File: src/rtl/predictor_gshare_btb.sv
`default_nettype none
// +--------------------------------------------------------------------------+
// | predictor_gshare_btb: tagged BTB + saturating counters, optional gshare  |
// | Rev 1.0                                                                  |
// +--------------------------------------------------------------------------+
module predictor_gshare_btb #(
   parameter int NUM_ENTRIES = 64,
   parameter int CNT_W       = 2,
   parameter int TAG_W       = 8,
   parameter int GHR_W       = 6,
   parameter int SHADOW      = 1
) (
   input  logic                                   clk_i,
   input  logic                                   rst_i,
   input  logic [31:0]                            if_predict_pc_i,
   output logic                                   if_predict_taken_o,
   output logic [31:0]                            if_predict_targetPc_o,
   output logic                                   if_predict_hit_o,
   output logic [((GHR_W > 0) ? GHR_W : 1)-1:0]   if_predict_ghr_o,
   input  logic                                   id_update_isJumpInst_i,
   input  logic [31:0]                            id_update_pc_i,
   input  logic [31:0]                            id_update_targetPc_i,
   input  logic                                   id_update_taken_i,
   input  logic                                   id_update_predTaken_i,
   input  logic [31:0]                            id_update_predTargetPc_i,
   input  logic [((GHR_W > 0) ? GHR_W : 1)-1:0]   id_update_ghr_i,
   output logic                                   if_predict_failed_o,
   output logic [31:0]                            if_flush_pc_o,
   output logic [31:0]                            stat_branch_cnt_o,
   output logic [31:0]                            stat_miss_cnt_o
);

   localparam int IDX_W = $clog2(NUM_ENTRIES);
   localparam int GW    = (GHR_W > 0) ? GHR_W : 1;
   localparam logic [CNT_W-1:0] CNT_INIT = CNT_W'((1 << (CNT_W - 1)) - 1);

   logic [TAG_W-1:0]       r_tag    [NUM_ENTRIES];
   logic [31:0]            r_target [NUM_ENTRIES];
   logic [CNT_W-1:0]       r_cnt    [NUM_ENTRIES];
   logic [NUM_ENTRIES-1:0] r_valid;
   logic [GW-1:0]          r_ghr;
   logic [1:0]             r_shadow;
   logic [31:0]            r_branch_cnt;
   logic [31:0]            r_miss_cnt;

   logic [IDX_W-1:0] w_bidx_if, w_pidx_if, w_bidx_up, w_pidx_up;
   logic [TAG_W-1:0] w_tag_if, w_tag_up;
   logic             w_hit, w_taken, w_acc, w_failed;

   // Fetch-side lookup: BTB by PC bits, direction counter by PC xor live history
   assign w_bidx_if = if_predict_pc_i[IDX_W+1:2];
   assign w_pidx_if = w_bidx_if ^ IDX_W'(r_ghr);
   assign w_tag_if  = if_predict_pc_i[IDX_W+1+TAG_W:IDX_W+2];
   assign w_hit     = r_valid[w_bidx_if] && (r_tag[w_bidx_if] == w_tag_if);
   assign w_taken   = w_hit && r_cnt[w_pidx_if][CNT_W-1];

   assign if_predict_hit_o      = w_hit;
   assign if_predict_taken_o    = w_taken;
   assign if_predict_targetPc_o = w_taken ? r_target[w_bidx_if] : (if_predict_pc_i + 32'd4);
   assign if_predict_ghr_o      = r_ghr;

   // Resolve side: the counter index uses the snapshot carried from fetch
   assign w_bidx_up = id_update_pc_i[IDX_W+1:2];
   assign w_pidx_up = w_bidx_up ^ IDX_W'(id_update_ghr_i);
   assign w_tag_up  = id_update_pc_i[IDX_W+1+TAG_W:IDX_W+2];
   assign w_acc     = id_update_isJumpInst_i && (r_shadow == 2'd0) && !rst_i;
   assign w_failed  = w_acc && ((id_update_taken_i != id_update_predTaken_i) ||
                      (id_update_taken_i && (id_update_targetPc_i != id_update_predTargetPc_i)));

   assign if_predict_failed_o = w_failed;
   assign if_flush_pc_o       = id_update_taken_i ? id_update_targetPc_i : (id_update_pc_i + 32'd4);
   assign stat_branch_cnt_o   = r_branch_cnt;
   assign stat_miss_cnt_o     = r_miss_cnt;

   always_ff @(posedge clk_i) begin
      if (rst_i) begin
         r_valid <= '0;
         for (int i = 0; i < NUM_ENTRIES; i++) begin
            r_cnt[i] <= CNT_INIT;
         end
      end else if (w_acc) begin
         if (id_update_taken_i) begin
            r_valid[w_bidx_up] <= 1'b1;
            if (r_cnt[w_pidx_up] != {CNT_W{1'b1}}) begin
               r_cnt[w_pidx_up] <= r_cnt[w_pidx_up] + 1'b1;
            end
         end else if (r_cnt[w_pidx_up] != '0) begin
            r_cnt[w_pidx_up] <= r_cnt[w_pidx_up] - 1'b1;
         end
      end
   end

   // Tags and targets are qualified by r_valid, so they carry no reset
   always_ff @(posedge clk_i) begin
      if (w_acc && id_update_taken_i) begin
         r_tag[w_bidx_up]    <= w_tag_up;
         r_target[w_bidx_up] <= id_update_targetPc_i;
      end
   end

   always_ff @(posedge clk_i) begin
      if (rst_i) begin
         r_ghr        <= '0;
         r_shadow     <= 2'd0;
         r_branch_cnt <= '0;
         r_miss_cnt   <= '0;
      end else begin
         if (w_acc && (GHR_W > 0)) begin
            r_ghr <= GW'({r_ghr, id_update_taken_i});
         end
         if (w_failed) begin
            r_shadow <= 2'(SHADOW);
         end else if (r_shadow != 2'd0) begin
            r_shadow <= r_shadow - 2'd1;
         end
         if (w_acc && (r_branch_cnt != 32'hFFFF_FFFF)) begin
            r_branch_cnt <= r_branch_cnt + 32'd1;
         end
         if (w_failed && (r_miss_cnt != 32'hFFFF_FFFF)) begin
            r_miss_cnt <= r_miss_cnt + 32'd1;
         end
      end
   end

endmodule
`default_nettype wire

File: config.mk
export PLATFORM = sky130hd
export DESIGN_NAME = predictor_gshare_btb
export DESIGN_NICKNAME = d
export VERILOG_FILES = /design/src/rtl/predictor_gshare_btb.sv
export SDC_FILE = /design/constraint.sdc
export NUM_CORES = 2
export LEC_CHECK = 0
export BUFFER_PORTS_ARGS = -buffer_cell sky130_fd_sc_hd__buf_2
export CAP_MARGIN = 0
export CELL_PAD_IN_SITES_DETAIL_PLACEMENT = 1
export CELL_PAD_IN_SITES_GLOBAL_PLACEMENT = 2
export CORE_UTILIZATION = 42
export CTS_CLUSTER_SIZE = 10
export DETAILED_ROUTE_END_ITERATION = 6
export GPL_TIMING_DRIVEN = 0
export MAX_ROUTING_LAYER = met4
export PLACE_DENSITY = 0.65
export SLEW_MARGIN = 20
export SYNTH_ARGS = -nofsm -noshare
export SYNTH_HDL_FRONTEND = slang
export SYNTH_SLANG_ARGS = --single-unit
File: constraint.sdc
create_clock -name clk_i -period 9.3 [get_ports clk_i]
set_clock_uncertainty 0.1 [all_clocks]
set_input_delay 0.465 -clock clk_i [delete_from_list [all_inputs] [get_ports clk_i]]
set_output_delay 0.465 -clock clk_i [all_outputs]
set_load 0.005 [all_outputs]
==> results by group <==
Run status
  – Status: finished clean

Pwr
  – Peak VDD IR: 146.7 µV
  – Cell internal pwr: 21170 µW
  – NetSw: 6351 µW
  – Pleak: 0.04202 µW
  – PwrDens: 206.3 nW/µm²
  – Reg power frac: 50.8%
  – Combinational share of power: 7.4%
  – Sw Ratio: 23.08%
  – Clk pwr share: 41.8%
  – Total power: 27520 µW

Floorplanning
  – Initial core utilization: 42.38%
  – Die Area: 270800 µm²
  – Die Ht: 520.4 µm
  – Die W: 520.4 µm
  – I/O pin total: 276
  – Core region area: 266300 µm²
  – Rows: 189

Clock network
  – Clk_lat worst skew: 0.89 ns
  – Clock buffer depth: 4
  – Clock Sinks: 2824
  – Cell at the root of the clock tree: clkbuf_16
  – CTS tree: built
  – Number of buffers created by CTS: 332
  – # Post-CTS Setup Buffers: 0
  – Clock slew at reported path FFs: 0.05 ns
  – H-tree lvl count: 5

Worst setup path
  – Crit-path slowest cell: clkbuf_1
  – Type of the worst setup path: input port to output pin
  – Top delay family on crit path: buffers and inverters
  – Crit path max fanout: 10
  – CP most frequent cell: buf_2
  – Worst path cell trace: buf_2, buf_4, buf_6, buf_6, buf_4, clkbuf_1, buf_2, mux4_2, mux4_2, and2_1, a211oi_1, a31oi_1, mux2_2, buf_2
  – Worst Setup Start Kind: input port
  – Worst endpoint required time: 8.74 ns
  – CP bufs+invs: 8
  – CP Capture Type: output pin
  – Largest stage delay, worst path: 0.91 ns
  – Arrival @ worst endpoint: 6.17 ns

Timing
  – Least-Margin Pin Slew: 1.258 ns
  – Minimum clock period: 6.736 ns
  – Slew headroom: 16.16%
  – Setup violators final: 0
  – Setup TNS: 0 ns
  – Final period utilization: 72.42%
  – Final hold violation count: 0
  – Fin. max-slew vios: 0
  – Max Fclk: 148.5 MHz
  – RSZ-0062 raised after global routing: false

Global route
  – Vias in the first global route: 63465
  – Pin count of the biggest net entering global routing: 69
  – Gr usage total: 29.58%
  – Global route overflow: 0
  – Initial antenna violation count: 43
  – First-pass GRT wire length: 530300 µm

Yosys
  – Top cells by area, synth: edfxtp_1 (72%), mux4_2 (16%), dfxtp_1 (2.4%)
  – Commonest cells post-synth: edfxtp_1 (2688), mux4_2 (806), nor2_1 (297)
  – Count leader, synth: edfxtp_1
  – Synth Instances: 5479
  – Post-synth EDFFs: 2688
  – Synthesis-stage register bit count: 2824
  – Sequential share of the synthesized area: 73.94%
  – Post-Syn Nets: 5623
  – Cell accounting for the most synthesized area: edfxtp_1
  – Prevailing post-synth register cell: edfxtp_1
  – Distinct cells, synth: 81
  – Synth Warn #: 0
  – Mapped cell area: 112900 µm²
  – Syn_area_per_cell: 20.60 µm²
  – Post-synth ARST share: 0%
  – Top-area cell type share of the netlist area: 71.53%

Drt
  – Vias post-DR: 61962
  – Avg WL per Cell: 39.02 µm
  – Drt initial violations: 8188
  – Drt pass-1 iters: 6
  – DRC errors left: 0
  – Routed Antenna Nets: 0
  – Vias per cell: 6.219
  – WL final: 388800 µm

Finish
  – Post-layout utilization of the core: 50.09%
  – Multi-input gate area: 28390 µm²
  – Layout area overhead: 18.19%
  – Layout cells sized above 1: 30.90%
  – Reg area: 83440 µm²
  – # nets final: 6446
  – Fill count: 23892

Place
  – Final GP Congestion: 0.8897
  – Post-DP HPWL: 273000 µm
  – Buffers on Ports: 271

Run
  – Max Cap Viol: 0

Worst hold path
  – Hold crit path type: input port to flop
## timing repair
| item | CTS | global route |
|---|---|---|
| endpoints found under the setup margin | 0 | 0 |
| endpoints found under the hold margin | 271 | 0 |
| resized for setup | 0 | 0 |
| hold buffers | 11 | 0 |
## through the flow
stage	setup WS [ns]	cells	instance area, µm²	hold WS (ns)
after CTS	2.468	9935	133300	0.007711
after detailed placement	2.492	9490	124100	0.3541
final	2.565	9964	133400	0.04003
after floorplan	5.232	5479	112900	0.3348
after global routing	2.446	9959	133400	0.06029
after global placement	0.6048	9283	118600	0.3434
## sequential cells by signal (all words and copies together), names as in the netlist
name               flops
if_predict_ghr_o       6
r_cnt                128
r_shadow               2
r_tag                512
r_target            2048
r_valid               64
stat_branch_cnt_o     32
stat_miss_cnt_o       32
## final cells by class
cell class | count | area share, %
buffer | 315 | 1.138
tap | 3533 | 3.314
inverter | 15 | 0.04221
timing repair buffer | 489 | 4.817
clock inverter | 32 | 0.2402
antenna | 29 | 0.05441
clock buffer | 402 | 6.544
sequential | 2824 | 62.56
multi-input combinational | 2325 | 21.29
## power groups by stage
stage          Clock, µW  Sequential (µW)  Combinational, µW
2_1_floorplan          0            14200               1000
3_3_place_gp           0            14200               1950
3_5_place_dp           0            14200               2030
4_1_cts            11700            14000               2040
5_1_grt            12100            14000               2100
6_report           11500            14000               2030
## routing by layer
metal	wire, µm	GRT usage [%]	vias up
met5	0	-	-
met4	14260	9.492	0
met3	29260	4.416	598
met2	185300	46.11	2940
met1	160000	40.21	34019
li1	-	-	24405
## layout by cell type, fill, tap and decap left out, drive strengths merged, types with 72 or more instances in the layout
| master | n |
|---|---|
| edfxtp | 2688 |
| mux4 | 811 |
| buf | 660 |
| clkbuf | 535 |
| nor2 | 297 |
| nand2 | 221 |
| dfxtp | 136 |
| nand3 | 99 |
| xor2 | 93 |
| mux2i | 91 |
| xnor2 | 72 |
## logic make-up after synthesis
group | count (synthesis) | share of synthesized area (%)
AO/OA/AOI/OAI | 317 | 1.980
XOR/XNOR | 165 | 1.294
adder cells (fa/ha/maj) | 5 | 0.05544
buffers and inverters | 330 | 1.368
flip-flops | 2824 | 73.94
multiplexers | 955 | 17.63
AND/OR/NAND/NOR | 883 | 3.731
## final timing paths
| path | startpoint | to | slack (ns) | depth (start not counted) |
|---|---|---|---|---|
| worst max-delay path | if_predict_pc_i[2] | if_predict_targetPc_o[0] | 2.56 | 14 |
| worst min-delay path | id_update_targetPc_i[10] | r_target[48][10] | 0.04 | 1 |
| worst max register to register | r_shadow[0] | r_target[35][26] | 4.48 | 11 |
| worst min register to register | r_valid[37] | r_valid[37] | 0.37 | 2 |
Note: power is estimated with default switching activity, not from simulation.
